--- src/rtl/wb_stream_pkg.sv ---
// wb_stream_pkg: state encoding and Wishbone cycle-type constants shared by the stream reader.
// Contents: state_t (IDLE, WAIT_SPACE, BURST, plus ERROR when WB_STREAM_READER_ERR_EN is defined),
//           CTI_CLASSIC / CTI_INC / CTI_EOB.
package wb_stream_pkg;
  localparam logic [2:0] CTI_CLASSIC = 3'b000;
  localparam logic [2:0] CTI_INC     = 3'b010;
  localparam logic [2:0] CTI_EOB     = 3'b111;
  typedef enum logic [1:0] {
    S_IDLE,
    S_WAIT_SPACE,
    S_BURST
`ifdef WB_STREAM_READER_ERR_EN
    , S_ERROR
`endif
  } state_t;
endpackage

--- src/rtl/wb_stream_fifo.sv ---
// wb_stream_fifo: first-word fall-through FIFO holding words read from the bus until the stream takes them.
// Ports: i_clk/i_rst_n clock and async active-low reset; i_push/i_data write side;
//        i_pop read side; o_data head word; o_empty; o_count occupancy (0..2**FIFO_AW).
module wb_stream_fifo #(
  parameter int WB_DW   = 32,
  parameter int FIFO_AW = 5
) (
  input  logic             i_clk,
  input  logic             i_rst_n,
  input  logic             i_push,
  input  logic [WB_DW-1:0] i_data,
  input  logic             i_pop,
  output logic [WB_DW-1:0] o_data,
  output logic             o_empty,
  output logic [FIFO_AW:0] o_count
);
  logic [WB_DW-1:0] r_mem [2**FIFO_AW];
  logic [FIFO_AW:0] r_wr, r_rd;
  always_ff @(posedge i_clk)
    if (i_push) r_mem[r_wr[FIFO_AW-1:0]] <= i_data;
  // Pointers carry one extra bit so full and empty are distinguishable by subtraction.
  always_ff @(posedge i_clk or negedge i_rst_n)
    if (!i_rst_n) begin
      r_wr <= '0;
      r_rd <= '0;
    end else begin
      r_wr <= r_wr + {{FIFO_AW{1'b0}}, i_push};
      r_rd <= r_rd + {{FIFO_AW{1'b0}}, i_pop};
    end
  assign o_data  = r_mem[r_rd[FIFO_AW-1:0]];
  assign o_count = r_wr - r_rd;
  assign o_empty = o_count == '0;
endmodule

--- src/rtl/wb_stream_reader_ctrl.sv ---
// wb_stream_reader_ctrl: Wishbone burst master that reads a ring buffer and streams the words out.
// Ports: wb_clk_i, wb_rst_ni (async active-low); enable_i, start_adr_i, buf_size_i, burst_size_i (config);
//        wb_* Wishbone read master; stream_data_o/stream_valid_o/stream_ready_i output stream;
//        busy_o (not idle); err_o sticky bus error.
// Optional feature: define WB_STREAM_READER_ERR_EN to terminate bursts on wb_err_i and report err_o.
module wb_stream_reader_ctrl
  import wb_stream_pkg::*;
#(
  parameter int WB_AW   = 32,
  parameter int WB_DW   = 32,
  parameter int FIFO_AW = 5
) (
  input  logic               wb_clk_i,
  input  logic               wb_rst_ni,
  input  logic               enable_i,
  input  logic [WB_AW-1:0]   start_adr_i,
  input  logic [WB_AW-1:0]   buf_size_i,
  input  logic [WB_AW-1:0]   burst_size_i,
  output logic [WB_AW-1:0]   wb_adr_o,
  output logic [WB_DW-1:0]   wb_dat_o,
  output logic [WB_DW/8-1:0] wb_sel_o,
  output logic               wb_we_o,
  output logic               wb_cyc_o,
  output logic               wb_stb_o,
  output logic [2:0]         wb_cti_o,
  output logic [1:0]         wb_bte_o,
  input  logic [WB_DW-1:0]   wb_dat_i,
  input  logic               wb_ack_i,
  input  logic               wb_err_i,
  output logic [WB_DW-1:0]   stream_data_o,
  output logic               stream_valid_o,
  input  logic               stream_ready_i,
  output logic               busy_o,
  output logic               err_o
);
  localparam logic [WB_AW-1:0] DEPTH = WB_AW'(2 ** FIFO_AW);
  localparam logic [WB_AW-1:0] BYTES = WB_AW'(WB_DW / 8);
  state_t r_state, w_next;
  logic [WB_AW-1:0] r_start, r_size, r_burst, r_off, r_rem;
  logic [WB_AW-1:0] w_left, w_len, w_free, w_off_inc;
  logic [FIFO_AW:0] w_count;
  logic w_go, w_err, w_ack, w_last, w_pop, w_empty, w_unused;
  assign w_go      = enable_i && buf_size_i != '0 && burst_size_i != '0;
  // A burst stops at the ring end so the address never wraps inside a burst.
  assign w_left    = r_size - r_off;
  assign w_len     = r_burst < w_left ? r_burst : w_left;
  assign w_free    = DEPTH - WB_AW'(w_count);
  assign w_off_inc = r_off + WB_AW'(1);
  assign w_last    = r_rem == WB_AW'(1);
  assign w_unused  = wb_err_i;
`ifdef WB_STREAM_READER_ERR_EN
  logic r_err;
  assign w_err = r_state == S_BURST && wb_err_i;
  assign err_o = r_err;
`else
  assign w_err = 1'b0;
  assign err_o = 1'b0;
`endif
  assign w_ack = r_state == S_BURST && wb_ack_i && !w_err;
  assign w_pop = stream_ready_i && !w_empty;
  always_comb begin
    w_next = r_state;
    case (r_state)
      S_IDLE:       w_next = w_go ? S_WAIT_SPACE : S_IDLE;
      S_WAIT_SPACE: w_next = !enable_i ? S_IDLE : w_free >= w_len ? S_BURST : S_WAIT_SPACE;
      S_BURST:      w_next = !(w_ack && w_last) ? S_BURST : enable_i ? S_WAIT_SPACE : S_IDLE;
`ifdef WB_STREAM_READER_ERR_EN
      S_ERROR:      w_next = enable_i ? S_ERROR : S_IDLE;
`endif
      default:      w_next = S_IDLE;
    endcase
`ifdef WB_STREAM_READER_ERR_EN
    if (w_err) w_next = S_ERROR;
`endif
  end
  always_ff @(posedge wb_clk_i or negedge wb_rst_ni)
    if (!wb_rst_ni) begin
      r_state <= S_IDLE;
      r_start <= '0;
      r_size  <= '0;
      r_burst <= '0;
      r_off   <= '0;
      r_rem   <= '0;
    end else begin
      r_state <= w_next;
      if (r_state == S_IDLE && w_go) begin
        r_start <= start_adr_i;
        r_size  <= buf_size_i;
        r_burst <= burst_size_i > DEPTH ? DEPTH : burst_size_i;
        r_off   <= '0;
      end
      if (r_state == S_WAIT_SPACE && w_next == S_BURST) r_rem <= w_len;
      if (w_ack) begin
        r_off <= w_off_inc == r_size ? '0 : w_off_inc;
        r_rem <= r_rem - WB_AW'(1);
      end
    end
`ifdef WB_STREAM_READER_ERR_EN
  always_ff @(posedge wb_clk_i or negedge wb_rst_ni)
    if (!wb_rst_ni) r_err <= 1'b0;
    else if (w_err) r_err <= 1'b1;
    else if (r_state == S_ERROR && !enable_i) r_err <= 1'b0;
`endif
  wb_stream_fifo #(
    .WB_DW  (WB_DW),
    .FIFO_AW(FIFO_AW)
  ) u_fifo (
    .i_clk  (wb_clk_i),
    .i_rst_n(wb_rst_ni),
    .i_push (w_ack),
    .i_data (wb_dat_i),
    .i_pop  (w_pop),
    .o_data (stream_data_o),
    .o_empty(w_empty),
    .o_count(w_count)
  );
  assign wb_cyc_o       = r_state == S_BURST;
  assign wb_stb_o       = r_state == S_BURST;
  assign wb_cti_o       = r_state != S_BURST ? CTI_CLASSIC : w_last ? CTI_EOB : CTI_INC;
  assign wb_adr_o       = r_start + r_off * BYTES;
  assign wb_dat_o       = '0;
  assign wb_sel_o       = '1;
  assign wb_we_o        = 1'b0;
  assign wb_bte_o       = 2'b00;
  assign stream_valid_o = !w_empty;
  assign busy_o         = r_state != S_IDLE;
endmodule

--- config.mk ---
export PLATFORM = sky130hd
export DESIGN_NAME = wb_stream_reader_ctrl
export DESIGN_NICKNAME = d
export VERILOG_FILES = /design/src/rtl/wb_stream_pkg.sv /design/src/rtl/wb_stream_fifo.sv /design/src/rtl/wb_stream_reader_ctrl.sv
export SDC_FILE = /design/constraint.sdc
export NUM_CORES = 1
export LEC_CHECK = 0
export BUFFER_PORTS_ARGS = -buffer_cell sky130_fd_sc_hd__buf_2
export CAP_MARGIN = 40
export CORE_MARGIN = 10
export CORE_UTILIZATION = 42
export CTS_BUF_LIST = sky130_fd_sc_hd__clkbuf_16
export DETAILED_ROUTE_END_ITERATION = 10
export MAX_ROUTING_LAYER = met4
export SLEW_MARGIN = 15
export SYNTH_ARGS = -nofsm -noshare
export SYNTH_HDL_FRONTEND = slang
export SYNTH_SLANG_ARGS = --single-unit
export TNS_END_PERCENT = 30
--- constraint.sdc ---
create_clock -name wb_clk_i -period 8.3 [get_ports wb_clk_i]
set_input_delay 2.49 -clock wb_clk_i [delete_from_list [all_inputs] [get_ports wb_clk_i]]
set_output_delay 2.49 -clock wb_clk_i [all_outputs]
set_load 0.05 [all_outputs]
==> summary.txt <==
Detailed routing
  • Wire per inst: approximately 26 um
  • DRT Pass-1 Iters: 7
  • Antenna Nets Post-Route: 0
  • Via count: about 30,000
  • DR iter-0 viols: about 2,400
  • Via/cell ratio: between 5 and 6
  • Final WL: between 100 and 150 mm
  • DRC Markers: 0

Synthesis
  • #FFs+latches synth: 1,198
  • Count of cell types in the netlist: slightly above 80
  • Ys Warns: 0
  • Syn_area_per_cell: 16.98 um^2
  • Most used flip-flop cell after synthesis: edfxtp_1
  • Synth Cell Area: 52,800 um^2
  • Post-synth ARST share: 14.52%
  • EDFF count, synth: 1,024
  • Register area share after synthesis: approximately 66%
  • Syn Inst Count: approximately 3,100

Timing
  • Max Freq: approximately 130 MHz
  • Final Max Slew Viols: 0
  • Rel. slew slack: between 30% and 40%
  • Final Skew: approximately 0.060 ns
  • Fin crit period: approximately 7.9 ns
  • Final number of hold-violating endpoints: 0
  • Worst slew pin tran: 0.9908 ns
  • Final Setup Violations: 0
  • Final period utilization: a little over nine tenths

Floorplanning
  • Die Y: 374.6 um
  • IO Pins: between 200 and 250
  • # rows: between 100 and 150
  • Core area: around 130,000 um^2
  • Die W: around 370 um
  • Die Area: around 140,000 um^2
  • Starting density of the core: a little over two fifths

Cells and area
  • Layout cell share with drive strength beyond 1: roughly 28%
  • Final Non-Filler Cells: just over 5,000
  • Nets: around 3,700
  • P&R area growth vs syn: 15.84%
  • Fin area: between 60,000 and 70,000 um^2

Global routing
  • Largest net degree at the start of global routing: roughly 150
  • Vias in the first global route: 29,710
  • First-pass GRT wire length: 198.3 mm
  • Global route overflow: 0
  • Initial antenna violation count: 12
  • Global Route Usage Sum: around a fifth

CTS
  • CTS tree: yes
  • # H-tree levels: 4
  • Clock Tree Root: clkbuf_16
  • CTS clk-pin slew, worst paths: about 0.06 ns
  • CTS sink count: between 1,000 and 1,500
  • Cts hold-fix bufs: 0
  • Clock buffer depth: 3
  • CTS buffer count: 132
  • Clock Latency Late Sink: just under 0.8 ns

Min path
  • Hold Crit Depth: 1
  • Min-Delay Path Class: reg -> reg
  • Hold_sp: u_fifo.r_wr[5]
  • Hold EP: u_fifo.r_wr[5]

Worst setup path
  • CP max FO: 7
  • Crit end category: flop
  • Reg2reg start: r_size[0]
  • Reg-to-reg endpoint: r_rem[29]
  • Critical Path Start Type: flop
  • FF-to-FF path depth: 35
  • Slowest cell on the critical path: fa_1
  • Most frequent CP cell: inv_1
  • CP peak stage delay: 0.42 ns
  • R2r setup slk: between 0.3 and 0.4 ns
  • Crit Path Class: reg -> reg
  • Worst Path Required: between 8 and 9 ns
  • Critical path arrival: 8.53 ns

Job
  • Max_cap viols: 0

Run status
  • Outcome: completed

Power
  • Leak pwr: about 22 nW
  • PD cells: 334.0 nW/um^2
  • Peak VDD IR: approximately 0.29 mV

Placement
  • Final GP Congestion: ~0.84
  • Port Buf Inserts: 203
  • Placed insts: just under 5,000
  • DPL Wire Length: 82.78 mm
  • Post-place instance area: 56,680 um^2
[cell usage in the layout, fill, tap and decap left out, types with 16 or more instances in the layout]
master / synthesis / layout
nor4_1: 24 / 24
nor2_4: 0 / 32
xor2_1: 43 / 43
a21oi_1: 98 / 97
xnor2_1: 72 / 72
ha_1: 135 / 135
mux4_2: 320 / 320
nor3_1: 30 / 30
conb_1: 2 / 40
mux2i_1: 16 / 16
dfrtp_1: 174 / 170
clkinv_2: 0 / 18
nand4_1: 31 / 31
buf_2: 14 / 202
mux2_2: 86 / 86
buf_4: 46 / 88
clkinv_1: 0 / 26
o21a_1: 20 / 20
a21o_1: 28 / 28
clkbuf_16: 0 / 133
inv_1: 92 / 116
a31oi_1: 22 / 21
nand3_1: 50 / 50
nand2_1: 189 / 189
o21ai_0: 70 / 70
nor2_1: 145 / 112
edfxtp_1: 1024 / 1024
[where the power goes]
group / leakage, nW / internal (W) / switching, W
clock network: 2.20 / 0.00333 / 0.00249
logic: 8.42 / 0.00311 / 0.00433
registers: 11.4 / 0.00698 / 0.000198
total: 22.0 / 0.0134 / 0.00702
[timing repair]
item / CTS / global route
hold endpoints to repair: 0 / 0
buffers inserted: 0 / 4
setup endpoints to repair: 0 / 33
gates resized for setup: 0 / 8
[kinds of logic after synthesis]
logic type,Yosys count,share of synthesized area (%)
AO/OA/AOI/OAI,380,4.720
adder cells (fa/ha/maj),139,3.334
buffers and inverters,268,2.327
flip-flops,1198,66.48
other,2,0.01422
multiplexers,422,15.79
AND/OR/NAND/NOR,585,5.433
XOR/XNOR,115,1.907
[cell usage after synthesis, drive strengths merged, types with 10 or more instances]
master | count | area [um^2]
o21a | 20 | 150.1
mux2i | 16 | 160.2
edfxtp | 1024 | 30750
a211oi | 16 | 120.1
dfrtp | 174 | 4354
inv | 94 | 352.8
nor2b | 16 | 107.6
nand2 | 191 | 721.9
xnor2 | 72 | 630.6
ha | 135 | 1689
buf | 94 | 573.1
and2 | 12 | 75.07
nand3 | 50 | 250.2
nand2b | 13 | 81.33
xor2 | 43 | 376.6
and3 | 11 | 68.82
mux4 | 320 | 7207
a21oi | 98 | 490.5
o21ai | 86 | 434.2
a21o | 28 | 210.2
mux2 | 86 | 968.4
nor2 | 146 | 550.5
o21bai | 11 | 82.58
nand4 | 34 | 240.2
o211ai | 14 | 105.1
nor4 | 27 | 205.2
clkbuf | 80 | 302.8
a31oi | 22 | 137.6
or4 | 10 | 75.07
a211o | 10 | 87.58
a221o | 10 | 100.1
nor3 | 31 | 160.1
[per-layer routing]
layer  part of all wire (%)  global-route usage, %  vias up
met5                      0                      -        -
met4                    2.1                  4.846        0
met3                    5.8                  3.623      176
met2                     49                  31.29      855
met1                     43                  25.39    15150
li1                       -                      -    12980
[flip-flops by register name, summed over array words and instances, names as in the netlist]
| register | cells |
|---|---|
| u_fifo.r_mem | 1024 |
| r_burst | 32 |
| r_size | 32 |
| r_state | 2 |
| r_start | 32 |
| u_fifo.r_rd | 6 |
| u_fifo.r_wr | 6 |
| r_off | 32 |
| r_rem | 32 |
[how the worst max path moves through the flow]
| stage | startpoint | to | slack [ns] | depth (start not counted) |
|---|---|---|---|---|
| after floorplan | r_off[0] | r_rem[1] | 0.75 | 32 |
| after global placement | r_size[0] | r_rem[20] | 0.21 | 34 |
| after detailed placement | r_size[0] | r_rem[14] | 0.16 | 34 |
| after CTS | r_size[0] | r_rem[20] | 0.08 | 34 |
| after global routing | r_size[0] | r_rem[20] | -0.09 | 36 |
| final | r_size[0] | r_rem[29] | 0.36 | 35 |
[cell type report]
cell class / count / area [um^2]
Inverter: 94 / 357.8
Sequential cell: 1198 / 35120
Antenna cell: 8 / 20.02
Clock inverter: 106 / 1021
Multi-Input combinational cell: 1681 / 16920
Timing Repair Buffer: 321 / 2342
Tap cell: 1650 / 2064
Fill cell: 10450 / 64080
Clock buffer: 133 / 3328
[worst max-delay path, delay by kind of cell, from the launching register on]
kind	cells	cell delay [ns]
fa+ha+maj	4	1.21
xor+xnor	1	0.25
compound gates	18	4.25
buf+inv	7	0.80
simple gates	4	0.57
mux	1	0.36
flops	1	0.36
[metrics by stage]
stage / setup TNS, ns / hold slack (ns) / utilization, % / worst slack [ns] / power, W
floorplan: 0 / 0.4604 / - / 0.7453 / 0.01259
global placement: 0 / 0.4774 / 44.91 / 0.2141 / 0.01469
detailed placement: 0 / 0.4782 / 45.25 / 0.1647 / 0.01477
CTS: 0 / 0.4905 / 48.72 / 0.07952 / 0.02065
global route: -0.4143 / 0.5194 / 48.84 / -0.08530 / 0.02150
finish: 0 / 0.4924 / 48.84 / 0.3650 / 0.02043
No activity file was read; power rests on OpenSTA's default activity.
